[src/rtl/adder_tree_pkg.sv]
// adder_tree_pkg
//   Shared helpers for the pipelined adder tree: tree depth and
//   per-level element counts, used by the top level to size the
//   generate loop and the per-level arrays.
package adder_tree_pkg;

  // Number of register levels needed to reduce n operands to one.
  function automatic int tree_level_count(int n);
    return $clog2(n);
  endfunction

  // Element count of level k; level 0 is the raw operand vector.
  // Each level halves the count, rounding up for the odd pass-through.
  function automatic int level_size(int n, int k);
    int m;
    m = n;
    for (int unsigned i = 0; i < unsigned'(k); i++) begin
      m = (m + 1) / 2;
    end
    return m;
  endfunction

endpackage

[src/rtl/adder_tree_stage.sv]
// adder_tree_stage
//   One registered level of the reduction tree. Adds adjacent input
//   pairs (2i, 2i+1); with an odd input count the last input is passed
//   through unchanged so the data alignment between levels is preserved.
// Ports:
//   clk        rising-edge clock
//   reset      synchronous active-high clear of every output register
//   in_advance stage load enable; 0 holds every register
//   in_data    N_IN signed operands of WIDTH bits
//   out_data   ceil(N_IN/2) registered results of WIDTH bits
module adder_tree_stage #(
  parameter int WIDTH = 8,
  parameter int N_IN  = 2,
  localparam int N_OUT = (N_IN + 1) / 2
) (
  input  logic                    clk,
  input  logic                    reset,
  input  logic                    in_advance,
  input  logic signed [WIDTH-1:0] in_data  [N_IN],
  output logic signed [WIDTH-1:0] out_data [N_OUT]
);

  localparam int N_PAIRS = N_IN / 2;

  for (genvar i = 0; i < N_PAIRS; i++) begin : g_pair
    always_ff @(posedge clk) begin
      if (reset) begin
        out_data[i] <= '0;
      end else if (in_advance) begin
        out_data[i] <= in_data[2*i] + in_data[2*i+1];
      end
    end
  end

  // Pass-through register for the unpaired last element; it must obey the
  // same reset/advance as the adders or its operand would drift a cycle.
  if ((N_IN % 2) != 0) begin : g_odd
    always_ff @(posedge clk) begin
      if (reset) begin
        out_data[N_OUT-1] <= '0;
      end else if (in_advance) begin
        out_data[N_OUT-1] <= in_data[N_IN-1];
      end
    end
  end

endmodule

[src/rtl/adder_tree_pipelined.sv]
// adder_tree_pipelined
//   Pipelined signed reduction tree: sums LENGTH signed DATA_WIDTH operands
//   into one full-precision OUT_WIDTH result, one register stage per tree
//   level, latency $clog2(LENGTH) advancing edges, one result per cycle.
// Ports:
//   clk        rising-edge clock
//   reset      synchronous active-high clear of all stage registers
//   in_advance global pipeline enable; 0 freezes every stage
//   in_addends LENGTH signed operands sampled on an advancing edge
//   out_sum    registered sum (combinational sign extension when LENGTH=1)
module adder_tree_pipelined
  import adder_tree_pkg::*;
#(
  parameter int DATA_WIDTH = 8,
  parameter int LENGTH     = 8,
  localparam int OUT_WIDTH = DATA_WIDTH + $clog2(LENGTH)
) (
  input  logic                         clk,
  input  logic                         reset,
  input  logic                         in_advance,
  input  logic signed [DATA_WIDTH-1:0] in_addends [LENGTH],
  output logic signed [OUT_WIDTH-1:0]  out_sum
);

  localparam int NLEVELS = tree_level_count(LENGTH);

  // Level k occupies lvl[k][0 .. level_size(LENGTH,k)-1]; the remaining
  // slots of each row are tied to zero so the array is fully driven.
  logic signed [OUT_WIDTH-1:0] lvl [NLEVELS+1][LENGTH];

  for (genvar j = 0; j < LENGTH; j++) begin : g_ext
    assign lvl[0][j] = OUT_WIDTH'(in_addends[j]);
  end

  for (genvar k = 1; k <= NLEVELS; k++) begin : g_level
    localparam int N_IN  = level_size(LENGTH, k - 1);
    localparam int N_OUT = level_size(LENGTH, k);

    logic signed [OUT_WIDTH-1:0] stage_in  [N_IN];
    logic signed [OUT_WIDTH-1:0] stage_out [N_OUT];

    for (genvar j = 0; j < N_IN; j++) begin : g_in
      assign stage_in[j] = lvl[k-1][j];
    end

    adder_tree_stage #(
      .WIDTH (OUT_WIDTH),
      .N_IN  (N_IN)
    ) u_stage (
      .clk        (clk),
      .reset      (reset),
      .in_advance (in_advance),
      .in_data    (stage_in),
      .out_data   (stage_out)
    );

    for (genvar j = 0; j < N_OUT; j++) begin : g_out
      assign lvl[k][j] = stage_out[j];
    end

    for (genvar j = N_OUT; j < LENGTH; j++) begin : g_fill
      assign lvl[k][j] = '0;
    end
  end

  // With LENGTH == 1 there are no levels: this is the combinational bypass.
  assign out_sum = lvl[NLEVELS][0];

endmodule

[config.mk]
export PLATFORM = sky130hd
export DESIGN_NAME = adder_tree_pipelined
export DESIGN_NICKNAME = d
export VERILOG_FILES = /design/src/rtl/adder_tree_pkg.sv /design/src/rtl/adder_tree_stage.sv /design/src/rtl/adder_tree_pipelined.sv
export SDC_FILE = /design/constraint.sdc
export NUM_CORES = 1
export LEC_CHECK = 0
export ABC_AREA = 1
export CORE_ASPECT_RATIO = 1.2
export CORE_MARGIN = 2
export CORE_UTILIZATION = 30
export CTS_CLUSTER_SIZE = 30
export DETAILED_ROUTE_END_ITERATION = 16
export PLACE_DENSITY_LB_ADDON = 0.1
export SETUP_SLACK_MARGIN = 0.2
export SLEW_MARGIN = 20
export SYNTH_ARGS = -nofsm -noshare
export SYNTH_HDL_FRONTEND = slang
export SYNTH_SLANG_ARGS = --single-unit
[constraint.sdc]
create_clock -name clk -period 1.7 [get_ports clk]
set_input_delay 0.17 -clock clk [delete_from_list [all_inputs] [get_ports clk]]
set_output_delay 0.17 -clock clk [all_outputs]
set_load 0.005 [all_outputs]
-- After elaboration in Yosys (flattened, before gate mapping)
Index checks and enable logic that the tools add are counted.
- register bits: 77
- bits in latches: 0
- memory bits (writable): 0
- bits in read-only memories: 0
- input bits: 67
- output and inout bits: 11
- word-level logic and storage cells: 14
- memories: 0
- add/subtract/negate cells: 7
- multiply operators: 0
- div/mod/pow operators: 0
- magnitude comparators: 0
- eq/ne operators: 0
- shifts and indexed selects: 0
- mux-type cells: 0
- bitwise gates (word level): 0
- reduce and logical (&&, ||, !) cells: 0
- operator list (kind ; number):
    adder 8 x 8 -> 9 bit ; 4
    adder 11 bit ; 3

-- Longest topological paths before layout
Gate-level depths: netlist of the first run.
- depth after elaboration: 1
- depth in mapped cells: 12

-- Cells and area by module
A second synthesis of the first run with hierarchy kept.
- cell total of the unflattened synthesis: 1132
- area total of the unflattened synthesis: 6909.1 um2
- modules (own cells, without submodules) (module ; times used ; cells an instance ; area an instance (um2) ; sequential area each (um2)):
    adder_tree_stage at g_level[1].u_stage ; 1 ; 647 ; 3973.8 ; 880.8
    adder_tree_stage at g_level[2].u_stage ; 1 ; 323 ; 1951.9 ; 440.4
    adder_tree_stage at g_level[3].u_stage ; 1 ; 162 ; 983.4 ; 220.2

-- Least setup slack after synthesis of the first run
Ideal clock, no wire load.
- path type: flip-flop to flip-flop
- start: register g_level[1].u_stage.out_data[22] (netlist name)
- end: register g_level[2].u_stage.out_data[17] (netlist name)
- setup time: 0.109 ns
- arrival: 1.462 ns
- slack: 0.129 ns
- cell stages (with the launch flop): 12
- path buffers: 0
- clock period less this slack: 1.571 ns
- cell sequence: dfxtp_1 -> ha_1 -> inv_1 -> fa_1 -> inv_1 -> nand3_1 -> nand3_1 -> nand3_1 -> nand3_1 -> nand3_1 -> nand2_1 -> inv_1
- word-level cells in the longest chain between the ends: 1
- ends and longest elaborated chain (item ; RTL line ; source):
    start, declared ; adder_tree_stage.sv:20 ; output logic signed [WIDTH-1:0] out_data [N_OUT]
    start signal, assigned by index ; adder_tree_stage.sv:30 ; out_data[i] <= in_data[2*i] + in_data[2*i+1];
    adder 11 bit ; adder_tree_stage.sv:30 ;
    end signal, assigned by index ; adder_tree_stage.sv:30 ;
    end, declared ; adder_tree_stage.sv:20 ;
Every way passes these cells.
A chain may end at the register's enable or synchronous reset.

-- Worst setup path in the final report of the first run
- start: register g_level[2].u_stage.out_data[0] (netlist name)
- end: register g_level[3].u_stage.out_data[6] (netlist name)
- word-level cells in the longest chain between the ends: 1
- ends and longest elaborated chain (item ; RTL line):
    adder 11 bit ; adder_tree_stage.sv:30
    end signal, assigned by index ; adder_tree_stage.sv:30
    end, declared ; adder_tree_stage.sv:20
Every way passes these cells.

==> impl_metrics.py, run 1 <==
metrics = {
    "status": {
        "status": "finished, final reports clean",
    },
    "die": {
        "num_io_pins": 78,
        "die_area_um2": 19300,
        "start_util_pct": 30.3,
        "num_rows": 54,
        "fp.dieH_um": 152,
        "core_area_um2": 18000,
        "fp.dieW_um": 127,
    },
    "cells_and_area": {
        "syn2layout_area_growth_pct": 44.6,
        "mostFrequentLayoutCells": "nand2_1 (214), nor2_1 (137), inv_1 (120), clkdlybuf4s50_1 (68), nand3_1 (66)",
        "fillers": 1862,
        "final_common_cell": "nand2_1",
        "fin_nets": 1128,
        "largest_register_ffs": 69,
        "final_util_pct": 43.8,
        "largest-register": "g_level.u_stage.out_data",
        "n_antenna_cell": 0,
        "top_regs": "g_level.u_stage.out_data: 69 flops",
        "layout-drive-gt1-share_pct": 20.2,
    },
    "clocking": {
        "cts_tree": "built",
        "cts_made_buffers": 9,
        "cts_hold_buf": 0,
        "root_buffer": "clkbuf_16",
        "cts.clk_slew.worst_paths_ns": 0.06,
        "clock_latency_ns": 0.34,
        "h-tree-depth": 3,
        "clockBufferDepth": 2,
        "clock-sinks": 69,
    },
    "synthesis": {
        "synth.net_count": 1002,
        "synth-seq-cells": 69,
        "yosysWarnings": 0,
        "avgSynthCellArea_um2": 6.29,
        "synthDistinctLibCells": 29,
        "ys_seq_area_share_pct": 25.3,
        "netlist_instances": 868,
        "syn-cell-area_um2": 5460,
    },
    "grt": {
        "grt_antenna_before_repair": 0,
        "grt_max_degree": 75,
        "grt_pass1_wl_mm": 23.4,
        "grt-ovfl-total": 0,
        "grt_pass1_vias": 4949,
        "grtUsageTotal_pct": 14.7,
    },
    "sta": {
        "period_share_pct": 94.1,
        "slew_headroom_pct": 74.5,
        "finalMaxSlewViolations": 0,
        "clock.fmax_mhz": 625,
        "final.setup_skew_ns": 0.00786,
        "period_needed_ns": 1.60,
        "finalSetupViolCount": 0,
        "rsz0062_at_grt": "true",
        "final_hold_viol_count": 0,
        "tns_ns": 0,
        "worst_pin_slew_ns": 0.382,
    },
    "drt": {
        "dr.pass1.iters": 4,
        "detail_route.wl_per_cell_um": 11.6,
        "post_drt_via_cell_ratio": 4.47,
        "ant_nets": 0,
        "remaining_drc_errors": 0,
        "drt_iter0_markers": 160,
        "vias": 5460,
        "drt_wl_total_mm": 14.2,
    },
    "power_and_ir_drop": {
        "power_mw": 5.93,
        "p_comb_share_pct": 33.6,
        "power_per_cell_area_nw_per_um2": 750,
        "internal_power_mw": 4.05,
        "power_frac_seq_pct": 32.4,
        "p_sw_share_pct": 31.7,
        "clock_power_share_pct": 34.0,
        "peakVddDrop_uv": 480,
        "p_sw_mw": 1.88,
        "p_leak_nw": 3.95,
    },
    "setup_path": {
        "critPathMaxFanout": 3,
        "cp_data_required_time_ns": 1.99,
        "slowest_stage": "fa_2",
        "crit_buf_inv": 3,
        "cp_slowest_stage_delay_ns": 0.36,
        "crit_chain": "ha_4 -> inv_2 -> fa_2 -> inv_2 -> nand3_4 -> nand3_4 -> nand2_2 -> a21o_1 -> nand3_1 -> nand2_1 -> inv_1",
        "cp-end-kind": "flop",
        "critical_path_class": "flop to flop",
        "cp_data_arrival_time_ns": 1.89,
        "crit_path_start_kind": "flop",
        "cpLargestDelayFamily": "adder cells",
    },
    "placement": {
        "io_buffers": 77,
        "gp_congestion": 0.819,
        "dp_hpwl_mm": 10.2,
    },
    "min_path": {
        "hp-class": "input port to flop",
    },
    "run": {
        "maxCapViolCount": 0,
    },
}
## stage by stage
step | std cells | hold slack [ns] | setup WS, ns | cell area, um^2
3_3_place_gp | 1191 | 0.460 | -0.205 | 6780
2_1_floorplan | 868 | 0.444 | 0.201 | 5490
6_report | 1222 | 0.269 | 0.0999 | 7900
3_5_place_dp | 1191 | 0.462 | -0.228 | 6780
4_1_cts | 1211 | 0.259 | 0.0788 | 7310
5_1_grt | 1222 | 0.280 | 0.0387 | 7900
## what timing repair did
action                     in CTS  in global routing
gates resized for setup        48                103
setup endpoints to repair      31                 43
setup buffers                   5                 11
pin swaps                      25                 47
## metal layers
layer / vias up / global-route usage [%] / routed length [um] / part of all wire [%]
met5: - / 0 / 0 / 0
met4: 0 / 5.49 / 268 / 1.9
met3: 20 / 2.25 / 342 / 2.4
met2: 71 / 22.3 / 6190 / 44
met1: 2376 / 21.1 / 7350 / 52
li1: 2993 / - / - / -
## Yosys cell counts, drive strengths merged
master	number	area, um^2
inv	126	473
xor2	12	105
o21ai	17	88.8
nand3	87	445
nor2	138	518
dfxtp	69	1380
o31ai	1	7.51
nand2	241	905
nand4	8	50.1
or2	6	40.0
a211oi	7	52.6
clkbuf	8	40.0
buf	15	86.3
ha	60	751
a21oi	50	254
nand3b	2	15.0
xnor2	5	43.8
a21o	2	15.0
a31oi	1	6.26
fa	7	140
o21a	6	45.0
## worst reg2reg max path: stages (launching register included)
cell and delay [ns]:
dfxtp_2 0.35, ha_4 0.14, inv_2 0.03, fa_2 0.36, inv_2 0.09, nand3_4 0.07
nand3_4 0.10, nand2_2 0.07, a21o_1 0.15, nand3_1 0.07, nand2_1 0.06, inv_1 0.04
## power groups by stage
stage	Clock [mW]	Sequential [mW]	Combinational [mW]
floorplan	0	1.87	1.12
global placement	0	1.90	1.70
detailed placement	0	1.91	1.70
CTS	2.08	1.88	1.77
global route	2.15	1.94	2.25
finish	2.02	1.92	1.99
## worst paths after layout
path | end | slack, ns | startpoint | cells after the start
worst max-delay path | g_level[3].u_stage.out_data[6]$_SDFFE_PP0P_ | 0.1 | g_level[2].u_stage.out_data[0]$_SDFFE_PP0P_ | 11
worst min-delay path | g_level[1].u_stage.out_data[0]$_SDFFE_PP0P_ | 0.27 | in_advance | 3
worst max register to register | g_level[3].u_stage.out_data[6]$_SDFFE_PP0P_ | 0.1 | g_level[2].u_stage.out_data[0]$_SDFFE_PP0P_ | 11
worst min register to register | g_level[3].u_stage.out_data[0]$_SDFFE_PP0P_ | 0.47 | g_level[3].u_stage.out_data[0]$_SDFFE_PP0P_ | 2
## cells by family (layout without fill, tap and decap cells)
| logic type | Yosys count | count (layout) | share of synthesized area, % |
|---|---|---|---|
| AND/OR/NAND/NOR | 482 | 482 | 36.1 |
| buffers and inverters | 149 | 279 | 11.0 |
| AO/OA/AOI/OAI | 84 | 84 | 8.59 |
| flip-flops | 69 | 69 | 25.3 |
| adder cells (fa/ha/maj) | 67 | 67 | 16.3 |
| XOR/XNOR | 17 | 17 | 2.73 |
## layout make-up
type                            count  area [um^2]  area share [%]
Clock inverter                      6         88.8            1.12
Clock buffer                        9          225            2.85
Multi-Input combinational cell    650         4150            52.5
Tap cell                          224          280            3.55
Timing Repair Buffer              138         1280            16.2
Inverter                          126          473            5.99
Sequential cell                    69         1400            17.7
Note: power is estimated with default switching activity, not from simulation.
==> run 2: changes to the inputs <==
--- a/config.mk
+++ b/config.mk
@@ -8,12 +8,13 @@
 export ABC_AREA = 1
 export CORE_ASPECT_RATIO = 1.2
 export CORE_MARGIN = 2
-export CORE_UTILIZATION = 30
+export CORE_UTILIZATION = 45
 export CTS_CLUSTER_SIZE = 30
 export DETAILED_ROUTE_END_ITERATION = 16
+export GPL_TIMING_DRIVEN = 0
 export PLACE_DENSITY_LB_ADDON = 0.1
 export SETUP_SLACK_MARGIN = 0.2
-export SLEW_MARGIN = 20
+export SLEW_MARGIN = 10
 export SYNTH_ARGS = -nofsm -noshare
 export SYNTH_HDL_FRONTEND = slang
 export SYNTH_SLANG_ARGS = --single-unit
==> run 2 against run 1 <==
- design area is 3.5% lower
- hold slack worse by 0.012 ns
- sequential power hardly changed
- final cell count is 7.0% lower
- fmax is 1.2% lower
- utilization is 20 points higher
- non-clock buffer count is 23 lower
- critical path type unchanged
==> impl_metrics.py, run 2 (synthesis gave the netlist of run 1 again) <==
metrics = {
    "die": {
        "num_io_pins": 78,
        "num_rows": 44,
        "fp.dieH_um": 125,
        "start_util_pct": 45.5,
        "core_area_um2": 12000,
        "fp.dieW_um": 105,
        "die_area_um2": 13000,
    },
    "setup_path": {
        "crit_path_start_kind": "flop",
        "cp-end-kind": "flop",
        "slowest_stage": "dfxtp_2",
        "cp_slowest_stage_delay_ns": 0.35,
        "critPathMaxFanout": 3,
        "cp_data_required_time_ns": 1.99,
        "crit_chain": "ha_4 -> inv_2 -> fa_2 -> inv_2 -> nand3_2 -> nand3_4 -> nand2_2 -> a21o_1 -> nand3_2 -> nand2_1 -> inv_1",
        "cp_data_arrival_time_ns": 1.91,
        "crit_buf_inv": 3,
        "cpLargestDelayFamily": "adder cells",
        "critical_path_class": "flop to flop",
    },
    "cells_and_area": {
        "largest-register": "g_level.u_stage.out_data",
        "mostFrequentLayoutCells": "nand2_1 (220), nor2_1 (134), inv_1 (120), clkdlybuf4s50_1 (67), nand3_1 (64)",
        "final_common_cell": "nand2_1",
        "final_util_pct": 63.5,
        "stdcell_area_um2": 7630,
        "fin_nets": 1105,
        "n_antenna_cell": 0,
        "instances_no_fill": 1137,
        "layout-drive-gt1-share_pct": 18.3,
        "syn2layout_area_growth_pct": 39.6,
        "top_regs": "g_level.u_stage.out_data: 69 flops",
        "fillers": 1133,
        "largest_register_ffs": 69,
    },
    "drt": {
        "vias": 5665,
        "drt-met1-wl_mm": 6.56,
        "dr_wl_met3_um": 472,
        "wl_met2_mm": 7.54,
        "highest_layer": "met4",
        "remaining_drc_errors": 0,
        "drt_iter0_markers": 202,
        "dr.pass1.iters": 5,
        "ant_nets": 0,
        "drt_wl_total_mm": 15.0,
        "post_drt_via_cell_ratio": 4.98,
        "detail_route.wl_per_cell_um": 13.2,
    },
    "clocking": {
        "cts_tree": "built",
        "cts_made_buffers": 9,
        "clock-sinks": 69,
        "clockBufferDepth": 2,
        "clock_latency_ns": 0.34,
        "root_buffer": "clkbuf_16",
        "cts.clk_slew.worst_paths_ns": 0.07,
        "cts_hold_buf": 0,
        "h-tree-depth": 3,
    },
    "power_and_ir_drop": {
        "power_per_cell_area_nw_per_um2": 783,
        "peakVddDrop_uv": 426,
        "p_leak_nw": 3.80,
    },
    "sta": {
        "rsz0062_at_grt": "true",
        "setup_ws_ns": 0.0802,
        "final_hold_viol_count": 0,
        "period_needed_ns": 1.62,
        "period_share_pct": 95.3,
        "final.setup_skew_ns": 0.00743,
        "clock.fmax_mhz": 617,
        "holdWs_ns": 0.257,
        "slew_headroom_pct": 54.4,
        "finalMaxSlewViolations": 0,
        "finalSetupViolCount": 0,
        "worst_pin_slew_ns": 0.684,
    },
    "placement": {
        "place_area_um2": 6440,
        "gp_congestion": 0.815,
        "place_ws_ns": -0.223,
        "dp_hpwl_mm": 10.8,
        "io_buffers": 75,
        "dpl.cell_count": 1104,
    },
    "status": {
        "status": "finished, final reports clean",
    },
    "grt": {
        "grt_max_degree": 15,
        "grtUsageTotal_pct": 22.4,
        "grt_pass1_vias": 5230,
        "grt_antenna_before_repair": 0,
        "grt_pass1_wl_mm": 23.8,
        "grt-ovfl-total": 0,
    },
    "run": {
        "maxCapViolCount": 0,
    },
    "min_path": {
        "hp-class": "input port to flop",
    },
}
run 2: cell types whose count changed in the layout (fill, tap and decap cells not counted), moves of 3 or more:
cell and change:
buf_2 +11, nor2_1 -3, buf_4 -40, clkbuf_1 +7, a21oi_1 -4, inv_6 +3, ha_2 +4, buf_12 -3
nand2_1 +6, nand2_4 -4, ha_1 -4, nor2_2 +3
run 2: worst paths after layout:
kind,depth (start not counted),from,to,slack [ns]
worst max-delay path,11,g_level[2].u_stage.out_data[0]$_SDFFE_PP0P_,g_level[3].u_stage.out_data[6]$_SDFFE_PP0P_,0.08
worst min-delay path,4,in_addends[0],g_level[1].u_stage.out_data[0]$_SDFFE_PP0P_,0.26
worst max register to register,11,g_level[2].u_stage.out_data[0]$_SDFFE_PP0P_,g_level[3].u_stage.out_data[6]$_SDFFE_PP0P_,0.08
worst min register to register,2,g_level[3].u_stage.out_data[0]$_SDFFE_PP0P_,g_level[3].u_stage.out_data[0]$_SDFFE_PP0P_,0.48
run 2: per-stage QoR:
stage                     power [mW]  TNS [ns]
after floorplan                 2.98         0
after CTS                       5.68         0
final                           5.97         0
after global routing            6.33         0
after detailed placement        3.51     -2.56
after global placement          3.50     -2.41
run 2: cell type report:
class	count	area [um^2]	area share (%)
multi-input cells	650	4190	55.0
flip-flops and latches	69	1400	18.3
repair buffers	92	906	11.9
inverters	126	473	6.20
clock buffers	9	225	2.95
well taps	161	201	2.64
plain buffers	23	126	1.66
clock inverters	7	105	1.38
run 2: routing by layer:
metal	global-route usage, %	up-vias
met3	3.35	32
li1	-	2949
met4	8.08	0
met2	39.9	128
met5	0	-
met1	27.3	2556
run 2: worst reg2reg max path, cell delays in order (launching register included):
cell and delay, ns:
dfxtp_2 0.35, ha_4 0.15, inv_2 0.04, fa_2 0.35, inv_2 0.08, nand3_2 0.08
nand3_4 0.12, nand2_2 0.08, a21o_1 0.16, nand3_2 0.07, nand2_1 0.05, inv_1 0.04
run 2: what timing repair did:
action	CTS	global route
setup buffers	7	10
resized for setup	41	116
pin swaps	22	44
endpoints found under the setup margin	29	40
run 2: power by group:
group / total (mW) / switching [mW] / internal (mW)
combinational: 1.93 / 1.02 / 0.913
sequential: 1.93 / 0.153 / 1.77
clock: 2.12 / 0.805 / 1.31
==> run 3: changes to the inputs <==
--- a/config.mk
+++ b/config.mk
@@ -7,7 +7,6 @@
 export LEC_CHECK = 0
 export ABC_AREA = 1
 export CORE_ASPECT_RATIO = 1.2
-export CORE_MARGIN = 2
 export CORE_UTILIZATION = 45
 export CTS_CLUSTER_SIZE = 30
 export DETAILED_ROUTE_END_ITERATION = 16
==> run 3 against run 2 <==
- largest power group is now combinational cells
- sequential power about the same
- design area shrank 0.36%
- combinational power about the same
- routed wire length decreased by 0.41%
- global-route usage is 1.3 points higher
- setup slack gained 0.047 ns
==> impl_metrics.py, run 3 (synthesis gave the netlist of run 1 again) <==
metrics = {
    "status": {
        "status": "finished, final reports clean",
    },
    "grt": {
        "grtUsageTotal_pct": 23.8,
        "globalRouteMet3Util_pct": 2.56,
        "use_met2_pct": 41.9,
        "grt-ovfl-total": 0,
        "grt_antenna_before_repair": 0,
        "grt_max_degree": 12,
        "grt_use_met1_pct": 29.0,
        "top_usage_layer": "met2",
        "grt_pass1_vias": 4913,
        "grt_pass1_wl_mm": 22.7,
    },
    "cells_and_area": {
        "fin_nets": 1101,
        "largest-register": "g_level.u_stage.out_data",
        "instances_no_fill": 1129,
        "largest_register_ffs": 69,
        "n_antenna_cell": 0,
        "final_common_cell": "nand2_1",
        "layout-drive-gt1-share_pct": 19.0,
        "mostFrequentLayoutCells": "nand2_1 (217), nor2_1 (136), inv_1 (120), clkdlybuf4s50_1 (66), nand3_1 (59)",
        "syn2layout_area_growth_pct": 39.1,
        "top_regs": "g_level.u_stage.out_data: 69 flops",
    },
    "sta": {
        "holdWs_ns": 0.286,
        "finalMaxSlewViolations": 0,
        "clock.fmax_mhz": 636,
        "worst_pin_slew_ns": 0.634,
        "slew_headroom_pct": 57.8,
        "rsz0062_at_grt": "true",
        "period_needed_ns": 1.57,
        "final.setup_skew_ns": 0.00767,
        "finalSetupViolCount": 0,
        "final_hold_viol_count": 0,
        "period_share_pct": 92.5,
        "tns_ns": 0,
    },
    "placement": {
        "dp_hpwl_mm": 10.6,
        "io_buffers": 75,
        "gp_congestion": 0.841,
        "dpl.cell_count": 1100,
    },
    "die": {
        "num_rows": 43,
        "core_area_um2": 11700,
        "fp.dieH_um": 123,
        "die_area_um2": 12600,
        "fp.dieW_um": 103,
        "num_io_pins": 78,
        "start_util_pct": 46.8,
    },
    "power_and_ir_drop": {
        "power_mw": 5.82,
        "p_leak_nw": 3.82,
        "power_per_cell_area_nw_per_um2": 766,
        "peakVddDrop_uv": 398,
    },
    "setup_path": {
        "crit_path_start_kind": "flop",
        "crit_chain": "ha_4 -> inv_2 -> fa_2 -> inv_2 -> nand3_2 -> nand3_4 -> nand2_2 -> a21o_1 -> nand3_1 -> nand2_1 -> inv_1",
        "cp_data_arrival_time_ns": 1.86,
        "cp-end-kind": "flop",
        "cpMostUsedCell": "inv_2",
        "critPathMaxFanout": 3,
        "cp_data_required_time_ns": 1.99,
        "reg2regPathDepth": 11,
        "cp_slowest_stage_delay_ns": 0.35,
        "slowest_stage": "dfxtp_2",
        "critical_path_class": "flop to flop",
    },
    "clocking": {
        "clockBufferDepth": 2,
        "cts_tree": "built",
        "clock-sinks": 69,
        "clock_latency_ns": 0.34,
        "h-tree-depth": 3,
        "cts_made_buffers": 9,
        "cts.clk_slew.worst_paths_ns": 0.06,
        "root_buffer": "clkbuf_16",
    },
    "drt": {
        "drt_wl_total_mm": 15.0,
        "post_drt_via_cell_ratio": 4.93,
        "drt_iter0_markers": 232,
        "dr.pass1.iters": 7,
        "vias": 5568,
        "ant_nets": 0,
        "remaining_drc_errors": 0,
        "detail_route.wl_per_cell_um": 13.2,
    },
    "run": {
        "maxCapViolCount": 0,
    },
    "min_path": {
        "hold_depth": 4,
        "hp-class": "input port to flop",
    },
}
==> run 3: final timing paths <==
check | start | to | slack, ns
setup / recovery | g_level[2].u_stage.out_data[0]$_SDFFE_PP0P_ | g_level[3].u_stage.out_data[6]$_SDFFE_PP0P_ | 0.13
hold / removal | in_addends[48] | g_level[1].u_stage.out_data[33]$_SDFFE_PP0P_ | 0.29
setup reg to reg | g_level[2].u_stage.out_data[0]$_SDFFE_PP0P_ | g_level[3].u_stage.out_data[6]$_SDFFE_PP0P_ | 0.13
hold reg to reg | g_level[1].u_stage.out_data[33]$_SDFFE_PP0P_ | g_level[1].u_stage.out_data[33]$_SDFFE_PP0P_ | 0.48
==> run 3: per-layer routing <==
metal | up-vias | share of wire, %
met4 | 0 | 3.1
li1 | 2945 | -
met1 | 2481 | 44
met5 | - | 0
met2 | 116 | 50
met3 | 26 | 2.7
==> run 3: power by group <==
group	total [mW]	switching, mW	internal (mW)
registers	1.93	0.153	1.78
clock network	1.94	0.727	1.22
logic	1.95	1.03	0.917
==> run 3: final cells by class <==
cell class	instances	area [um^2]
buffer	23	126
tap	157	196
clock buffer	13	260
sequential	69	1410
fill	1065	4080
clock inverter	3	43.8
timing repair buffer	88	875
multi-input combinational	650	4210
inverter	126	473
==> run 3: stage by stage <==
stage	cell area, um^2	utilization (%)	setup slack [ns]
detailed placement	6430	55.1	-0.260
CTS	7060	60.5	0.133
global placement	6430	55.1	-0.245
finish	7600	65.1	0.128
global route	7600	65.1	0.0380
floorplan	5490	-	0.201
==> run 3: what timing repair did <==
item / CTS / global route
buffers inserted: 10 / 3
gates resized for setup: 63 / 103
pin swaps: 24 / 44
setup endpoints to repair: 30 / 38
hold buffers: 0 / 0
==> run 3: critical path: cells and delay by family, from the launching register on <==
| kind | cells | cell delay, ns |
|---|---|---|
| fa+ha+maj | 2 | 0.49 |
| compound gates | 1 | 0.15 |
| buf+inv | 3 | 0.15 |
| simple gates | 5 | 0.36 |
| flops | 1 | 0.35 |
